`config.mk`:
```
export PLATFORM = sky130hd
export DESIGN_NAME = mem_access_unit
export DESIGN_NICKNAME = d
export VERILOG_FILES = /design/src/rtl/mem_access_unit_pkg.sv /design/src/rtl/mem_wb_stage.sv /design/src/rtl/mem_access_unit.sv
export SDC_FILE = /design/constraint.sdc
export NUM_CORES = 1
export LEC_CHECK = 0
export BUFFER_PORTS_ARGS = -buffer_cell sky130_fd_sc_hd__buf_2
export CAP_MARGIN = 0
export CORE_MARGIN = 1
export CORE_UTILIZATION = 40
export CTS_BUF_LIST = sky130_fd_sc_hd__clkbuf_8
export DETAILED_ROUTE_END_ITERATION = 10
export PLACE_DENSITY = 0.7
export SETUP_SLACK_MARGIN = 0.05
export SLEW_MARGIN = 30
export SYNTH_ARGS = -nofsm -noshare
export SYNTH_HDL_FRONTEND = slang
export SYNTH_SLANG_ARGS = --single-unit
```
`constraint.sdc`:
```
create_clock -name clk -period 3.7 [get_ports clk]
set_input_delay 0.74 -clock clk [delete_from_list [all_inputs] [get_ports clk]]
set_output_delay 0.74 -clock clk [all_outputs]
set_load 0.01 [all_outputs]
```
`src/rtl/mem_access_unit_pkg.sv`:
```
// Shared sizes, state encoding and helpers for the memory-stage access unit.
package mem_access_unit_pkg;

  localparam int DSIZE       = 32;
  localparam int ASIZE       = 5;
  localparam int ISIZE       = 16;
  localparam int MAU_TIMEOUT = 16;
  localparam int MAU_CNT_W   = 5;

  typedef enum logic {
    MAU_IDLE = 1'b0,
    MAU_BUSY = 1'b1
  } mau_state_e;

  // Link addresses are narrower than the datapath; widen without sign.
  function automatic logic [DSIZE-1:0] zext_pc(input logic [ISIZE-1:0] pc);
    return {{(DSIZE-ISIZE){1'b0}}, pc};
  endfunction

endpackage

```
`src/rtl/mem_wb_stage.sv`:
```
// MEM/WB pipeline register: async-reset, updated only when load is asserted.
module mem_wb_stage
  import mem_access_unit_pkg::*;
#(
  parameter int DW = DSIZE,
  parameter int AW = ASIZE
) (
  input  logic          clk,
  input  logic          rst_n,
  input  logic          load,
  input  logic          wen_d,
  input  logic [AW-1:0] waddr_d,
  input  logic [DW-1:0] wdata_d,
  output logic          wen_q,
  output logic [AW-1:0] waddr_q,
  output logic [DW-1:0] wdata_q
);

  always_ff @(posedge clk or negedge rst_n) begin
    if (!rst_n) begin
      wen_q   <= 1'b0;
      waddr_q <= '0;
      wdata_q <= '0;
    end else if (load) begin
      wen_q   <= wen_d;
      waddr_q <= waddr_d;
      wdata_q <= wdata_d;
    end
  end

endmodule

```
`src/rtl/mem_access_unit.sv`:
```
// Memory stage: issues loads/stores over req/ack, stalls the pipe while busy,
// and drives the MEM/WB register for write-back.
//
//   state    | meaning
//   ---------+-------------------------------------------------------------
//   MAU_IDLE | no access outstanding; non-memory ops pass straight to MEM/WB
//   MAU_BUSY | dm_req held with captured addr/data; waiting for ack/timeout
module mem_access_unit
  import mem_access_unit_pkg::*;
#(
  parameter int TIMEOUT = MAU_TIMEOUT,
  parameter int CNT_W   = MAU_CNT_W
) (
  input  logic             clk,
  input  logic             rst_n,
  input  logic             wen_in,
  input  logic [DSIZE-1:0] rdata2_in,
  input  logic             mem_write_in,
  input  logic             mem_read_in,
  input  logic             mem_to_reg_in,
  input  logic [DSIZE-1:0] result_in,
  input  logic [ASIZE-1:0] waddr_in,
  input  logic             jal_in,
  input  logic [ISIZE-1:0] PC_jal_in,
  output logic             dm_req,
  output logic             dm_we,
  output logic [DSIZE-1:0] dm_addr,
  output logic [DSIZE-1:0] dm_wdata,
  input  logic             dm_ack,
  input  logic [DSIZE-1:0] dm_rdata,
  output logic             mem_stall,
  output logic             wb_wen,
  output logic [ASIZE-1:0] wb_waddr,
  output logic [DSIZE-1:0] wb_wdata,
  output logic             dm_err
);

  mau_state_e       state, state_nxt;
  logic [CNT_W-1:0] cnt;
  logic             cap_wen;
  logic [ASIZE-1:0] cap_waddr;
  logic             cap_m2r;

  logic             access;
  logic             timeout_hit;
  logic             issue, complete, abort;
  logic             wb_load, wb_wen_d;
  logic [ASIZE-1:0] wb_waddr_d;
  logic [DSIZE-1:0] wb_wdata_d;

  assign access      = mem_read_in | mem_write_in;
  assign timeout_hit = (cnt == CNT_W'(TIMEOUT - 1));

  always_ff @(posedge clk or negedge rst_n) begin
    if (!rst_n) state <= MAU_IDLE;
    else        state <= state_nxt;
  end

  // Stall drops in the ack/abort cycle so the pipe advances on that edge.
  always_comb begin
    state_nxt  = state;
    mem_stall  = 1'b0;
    issue      = 1'b0;
    complete   = 1'b0;
    abort      = 1'b0;
    wb_load    = 1'b0;
    wb_wen_d   = 1'b0;
    wb_waddr_d = wb_waddr;
    wb_wdata_d = wb_wdata;
    case (state)
      MAU_IDLE: begin
        wb_load = 1'b1;
        if (access) begin
          issue     = 1'b1;
          mem_stall = 1'b1;
          state_nxt = MAU_BUSY;
        end else begin
          wb_wen_d   = wen_in;
          wb_waddr_d = waddr_in;
          wb_wdata_d = jal_in ? zext_pc(PC_jal_in) : result_in;
        end
      end
      MAU_BUSY: begin
        if (dm_ack) begin
          complete   = 1'b1;
          state_nxt  = MAU_IDLE;
          wb_load    = 1'b1;
          wb_wen_d   = cap_wen;
          wb_waddr_d = cap_waddr;
          wb_wdata_d = cap_m2r ? dm_rdata : dm_addr;
        end else if (timeout_hit) begin
          abort     = 1'b1;
          state_nxt = MAU_IDLE;
          wb_load   = 1'b1;
        end else begin
          mem_stall = 1'b1;
        end
      end
      default: state_nxt = MAU_IDLE;
    endcase
  end

  always_ff @(posedge clk or negedge rst_n) begin
    if (!rst_n) begin
      dm_req    <= 1'b0;
      dm_we     <= 1'b0;
      dm_addr   <= '0;
      dm_wdata  <= '0;
      cap_wen   <= 1'b0;
      cap_waddr <= '0;
      cap_m2r   <= 1'b0;
      cnt       <= '0;
      dm_err    <= 1'b0;
    end else begin
      if (issue) begin
        dm_req    <= 1'b1;
        dm_we     <= mem_write_in;
        dm_addr   <= result_in;
        dm_wdata  <= rdata2_in;
        cap_wen   <= wen_in;
        cap_waddr <= waddr_in;
        cap_m2r   <= mem_to_reg_in;
        cnt       <= '0;
      end else if (state == MAU_BUSY && !dm_ack && !timeout_hit) begin
        cnt <= cnt + CNT_W'(1);
      end
      if (complete || abort) dm_req <= 1'b0;
      if (abort)             dm_err <= 1'b1;
    end
  end

  mem_wb_stage #(.DW(DSIZE), .AW(ASIZE)) u_mem_wb (
    .clk     (clk),
    .rst_n   (rst_n),
    .load    (wb_load),
    .wen_d   (wb_wen_d),
    .waddr_d (wb_waddr_d),
    .wdata_d (wb_wdata_d),
    .wen_q   (wb_wen),
    .waddr_q (wb_waddr),
    .wdata_q (wb_wdata)
  );

endmodule

```
### Word level (Yosys, flattened, before mapping)

Cells that the tools add are included.

* register bits after elaboration: 118
* bits of input ports: 125
* word-level logic and storage cells: 54

* add/sub/neg operators: 1
* equal/unequal tests: 3
* mux-type cells: 27
* bitwise operators: 2
* reductions and logical operators: 8

Operators by type and width (count)
* 2-to-1 mux 32 bit: 4
* one-hot mux 32 bit (2 select lines): 1
* 2-to-1 mux 5 bit: 4
* 2-to-1 mux 1 bit: 14
* one-hot mux 5 bit (2 select lines): 1
* one-hot mux 1 bit (2 select lines): 3
* adder 5 x 1 -> 5 bit (second input constant): 1
* equality test 5 x 4 -> 1 bit (second input constant): 1
* != test 2 bit (second input constant): 2
* nonzero test 2 bit: 2
* AND reduction 3 bit: 1
* logical AND 1 bit: 2
* logical NOT 1 bit: 2
* logical OR 1 bit: 1
* NOT 1 bit: 1
* bitwise OR 1 bit: 1

### Longest topological paths before layout

* depth in word-level cells: 6
* gate-level depth with buffers: 7
* mapped depth without buffers: 6

### Hierarchy

A second synthesis with hierarchy kept.

* cells, all modules: 415
* area total of the unflattened synthesis: 5677.9 um^2

By module, submodules not included
* mem_access_unit: instances 1, cells an instance 335, area an instance 4185.3 um^2, sequential area each 2001.9 um^2
* mem_wb_stage: instances 1, cells an instance 80, area an instance 1492.7 um^2, sequential area each 950.9 um^2

### Least setup slack after synthesis

OpenSTA, ideal clock, no wires.

* path type: flip-flop to output port
* from: register cnt[0]
* to: output mem_stall
* arrival time: 1.604 ns
* required time: 2.960 ns
* path slack: 1.356 ns
* cell stages (with the launch flop): 7
* buffers on the path: 1
* cells stage by stage: dfrtp_1 -> ha_1 -> and3_1 -> ha_1 -> or3b_1 -> clkbuf_2 -> nand2_1

* word-level cells in the longest chain between the ends: 4

RTL lines
* start, declared: line mem_access_unit.sv:39 `logic [CNT_W-1:0] cnt;`
* start signal, assigned: line mem_access_unit.sv:125 `cnt <= cnt + CNT_W'(1);`
* equality test 5 x 4 -> 1 bit: line mem_access_unit.sv:52 `assign timeout_hit = (cnt == CNT_W'(TIMEOUT - 1));`
* 2-to-1 mux 1 bit: line mem_access_unit.sv:91 `end else if (timeout_hit) begin`
* 2-to-1 mux 1 bit: line mem_access_unit.sv:84 `if (dm_ack) begin`
* one-hot mux 1 bit (2 select lines): line mem_access_unit.sv:70 `case (state)`
* end, declared: line mem_access_unit.sv:31 `output logic mem_stall,`

Every way passes these cells.

### Final worst setup path

Ends and elaborated chain as after synthesis.

==> flow_metrics.py <==
metrics = {
    "outcome": {
        "status": "finished, final reports clean",
    },
    "logic_synthesis": {
        "ys.warnings.count": 0,
        "synth-async-reset-ratio_pct": 100,
        "post-synth-top-count-cell": "dfrtp_1",
        "syn-instance-count": 399,
        "top_cells_by_instance_count_after_synthesis": "dfrtp_1 (118), mux2i_1 (64), mux2_2 (47)",
        "postSynthAreaPerCell_sq_um": 13.7,
        "count_of_state_elements_after_synthesis": 118,
        "synth_fp_nets": 526,
        "synth-seq-area-share_pct": 54.0,
        "synthFlopType": "dfrtp_1",
        "post_synthesis_cell_type_with_the_largest_combined_area": "dfrtp_1",
        "yosysUniqueCellTypes": 33,
        "synthDominantCellAreaShare_pct": 54.0,
        "synth_area_leaders": "dfrtp_1 (54%), mux2i_1 (12%), mux2_2 (9.7%)",
        "post_synth_edffs": 0,
        "synth_area_sq_um": 5470,
    },
    "clocking": {
        "post_cts_hold_buffer_count": 0,
        "clock_slew_at_the_register_clock_pins_of_the_worst_setup_and_hold_paths_ps": 70,
        "numCtsBuffers": 17,
        "cts_htree_levels": 4,
        "post_cts.repair.setup_buffers": 0,
        "clock_latency_on_the_worst_skew_pair_ps": 440,
        "tritoncts": "yes",
        "clkSinkCount": 118,
        "max-clock-path-buffers": 2,
        "clock_root_cell": "clkbuf_8",
        "cts_resized": 0,
    },
    "timing": {
        "fin_crit_sh_pct": 82.8,
        "final_hold_viol_count": 0,
        "max_freq_mhz": 326,
        "finalSetupTns_ps": 0,
        "report.final.setup_viol": 0,
        "timing_max_transition_violations_final": 0,
        "timing_worst_slew_pin_value_ps": 806,
        "timing.slew.headroom_pct": 46.3,
        "rsz_0062_raised_after_global_routing": "no",
        "finalClockSkew_ps": 6.50,
        "min_period_ps": 3060,
    },
    "cells_and_area": {
        "synthToLayoutAreaGrowth_pct": 30.5,
        "finalCoreUtilization_pct": 53.7,
        "antenna_cells_inserted": 0,
        "layout.nets": 750,
        "final.fill_count": 1151,
        "drive_gt1_share_pct": 54.9,
    },
    "floorplanning": {
        "fp.dieW_um": 119,
        "dieHeight_um": 119,
        "core_area_sq_um": 13300,
        "initial_utilization_pct": 41.2,
        "boundaryPins": 231,
        "num_rows": 42,
        "design.die.area_sq_um": 14200,
    },
    "drt": {
        "detail_route.first_pass.iterations": 4,
        "dr.first_iter.drc_count": 152,
        "detail_route.wl_per_cell_um": 16.3,
        "drt_wl_total_um": 13300,
        "route.antenna.remaining_nets": 0,
        "routed_via_density": 5.11,
        "drc": 0,
        "route.vias.total": 4149,
    },
    "worst_hold_path": {
        "min-delay-path-class": "in2async",
    },
    "pwr": {
        "internal_power_consumption_uw": 3450,
        "pwr-share-clk_pct": 23.8,
        "leakagePower_uw": 0.00357,
        "power.sequential.fraction_pct": 41.6,
        "p_switching_uw": 1720,
        "ir_drop_v": 0.000381,
        "switching_share_pct": 33.3,
        "p_comb_share_pct": 34.6,
        "power_per_cell_area_nw_per_um2": 725,
    },
    "setup_path": {
        "timing.critical_path.fanout_max": 7,
        "timing.critical_path.slowest_stage_cell": "or3b_1",
        "worst-setup-path-type": "reg2out",
        "required_ps": 2960,
        "cp_cell_sequence": "ha_1, and3_1, ha_1, or3b_1, nand2_1, buf_2",
        "arrival_ps": 2320,
        "regToRegStartpoint": "cnt[0]",
        "worst_setup_path_endpoint": "mem_stall",
        "cp.depth": 6,
        "number_of_buffer_and_inverter_stages_on_the_critical_path": 1,
        "critical-path-max-stage-delay_ps": 490,
        "setup.worst_path.start": "cnt[0]",
        "timing.rr.end": "cnt[2]",
        "end_kind": "primary output",
        "crit_path_start_kind": "flip-flop",
        "timing.reg2reg.worst_path_depth": 6,
        "r2r_setup_slack_ps": 1700,
        "cp_top_family": "simple AND/OR/NAND/NOR gates",
        "critical-path-top-cell-by-count": "ha_1",
    },
    "global_route": {
        "grt_pass1_wl_um": 21700,
        "grt_pass1_vias": 4362,
        "antenna_found_initial": 0,
        "grt.total_usage_pct": 19.6,
        "grt_start_max_net_pins": 58,
        "global_route.overflow_total": 0,
    },
    "placement": {
        "gp_congestion": 0.809,
        "placement.io_buffers": 230,
        "post-dp-hpwl_um": 9400,
    },
    "run": {
        "timing.max_cap.violations": 0,
    },
}
-- through the flow --
stage	instance area, sq um	power (uW)	setup WS (ps)	std cells	hold slack [ps]
2_1_floorplan	5470	3240	1360	399	437
3_3_place_gp	6710	3920	1200	780	463
3_5_place_dp	6710	3990	1140	780	469
4_1_cts	7140	5240	618	812	364
5_1_grt	7140	5490	535	812	406
6_report	7140	5170	637	812	349
-- state kept, by name (all words and copies together) (netlist names) --
name              cells
cnt                   5
dm_addr              32
dm_we                 1
cap_m2r               1
u_mem_wb.waddr_q      5
dm_wdata             32
u_mem_wb.wdata_q     32
cap_wen               1
dm_req                1
u_mem_wb.wen_q        1
dm_err                1
state                 1
cap_waddr             5
-- worst register-to-register path, delay by kind of cell, from the launching register on --
kind                     cells  cell delay (ps)
AO/OA/AOI/OAI                1              130
adder cells (fa/ha/maj)      2              470
flip-flops                   1              410
AND/OR/NAND/NOR              3              920
-- how the worst min path moves through the flow --
stage | startpoint | endpoint | slack [ps] | cells past startpoint
2_1_floorplan | rst_n | cap_m2r | 440 | 0
3_3_place_gp | cnt[3] | cnt[3] | 460 | 1
3_5_place_dp | cnt[3] | cnt[3] | 470 | 1
4_1_cts | rst_n | cap_waddr[1] | 360 | 1
5_1_grt | rst_n | cap_waddr[1] | 410 | 1
6_report | rst_n | cap_waddr[1] | 350 | 1
-- power groups by stage --
stage / Sequential, uW / Combinational, uW / Clock [uW]
after floorplan: 2280 / 958 / 0
after global placement: 2150 / 1770 / 0
after detailed placement: 2170 / 1810 / 0
after CTS: 2160 / 1820 / 1260
after global routing: 2230 / 1940 / 1320
final: 2150 / 1790 / 1230
-- cells in the final DEF, fill, tap and decap left out, types with 3 or more instances in the layout --
| master | count |
|---|---|
| buf_2 | 229 |
| dfrtp_1 | 117 |
| mux2i_1 | 64 |
| mux2_2 | 47 |
| mux2_4 | 25 |
| clkbuf_8 | 24 |
| nand3_1 | 18 |
| nor3_1 | 17 |
| a221oi_1 | 17 |
| nand2b_1 | 16 |
| o221ai_1 | 16 |
| buf_4 | 7 |
| nand2_1 | 5 |
| inv_1 | 3 |
| nor2_1 | 3 |
| clkinv_2 | 3 |
-- cell families after synthesis --
group	Yosys count	synth area share, %
AOI/OAI and AO/OA	40	6.22
DFF	118	54.0
adders and majority gates	2	0.457
muxes	136	28.2
and+or+nand+nor	69	7.13
buffers and inverters	34	4.00
-- layout make-up --
class	count	area, sq um	area share, %
tap	176	220	3.08
timing repair buffer	237	1220	17.1
sequential	118	2960	41.4
inverter	2	7.51	0.105
clock inverter	8	93.8	1.31
clock buffer	24	330	4.63
multi-input combinational	247	2310	32.4
-- metal layers --
| metal | global-route usage (%) | wire (um) |
|---|---|---|
| met3 | 6.13 | 822 |
| met2 | 32.4 | 6470 |
| met1 | 23.7 | 5780 |
| met4 | 7.83 | 179 |
| met5 | 0 | 0 |
Power figures use the tool's default switching activity.
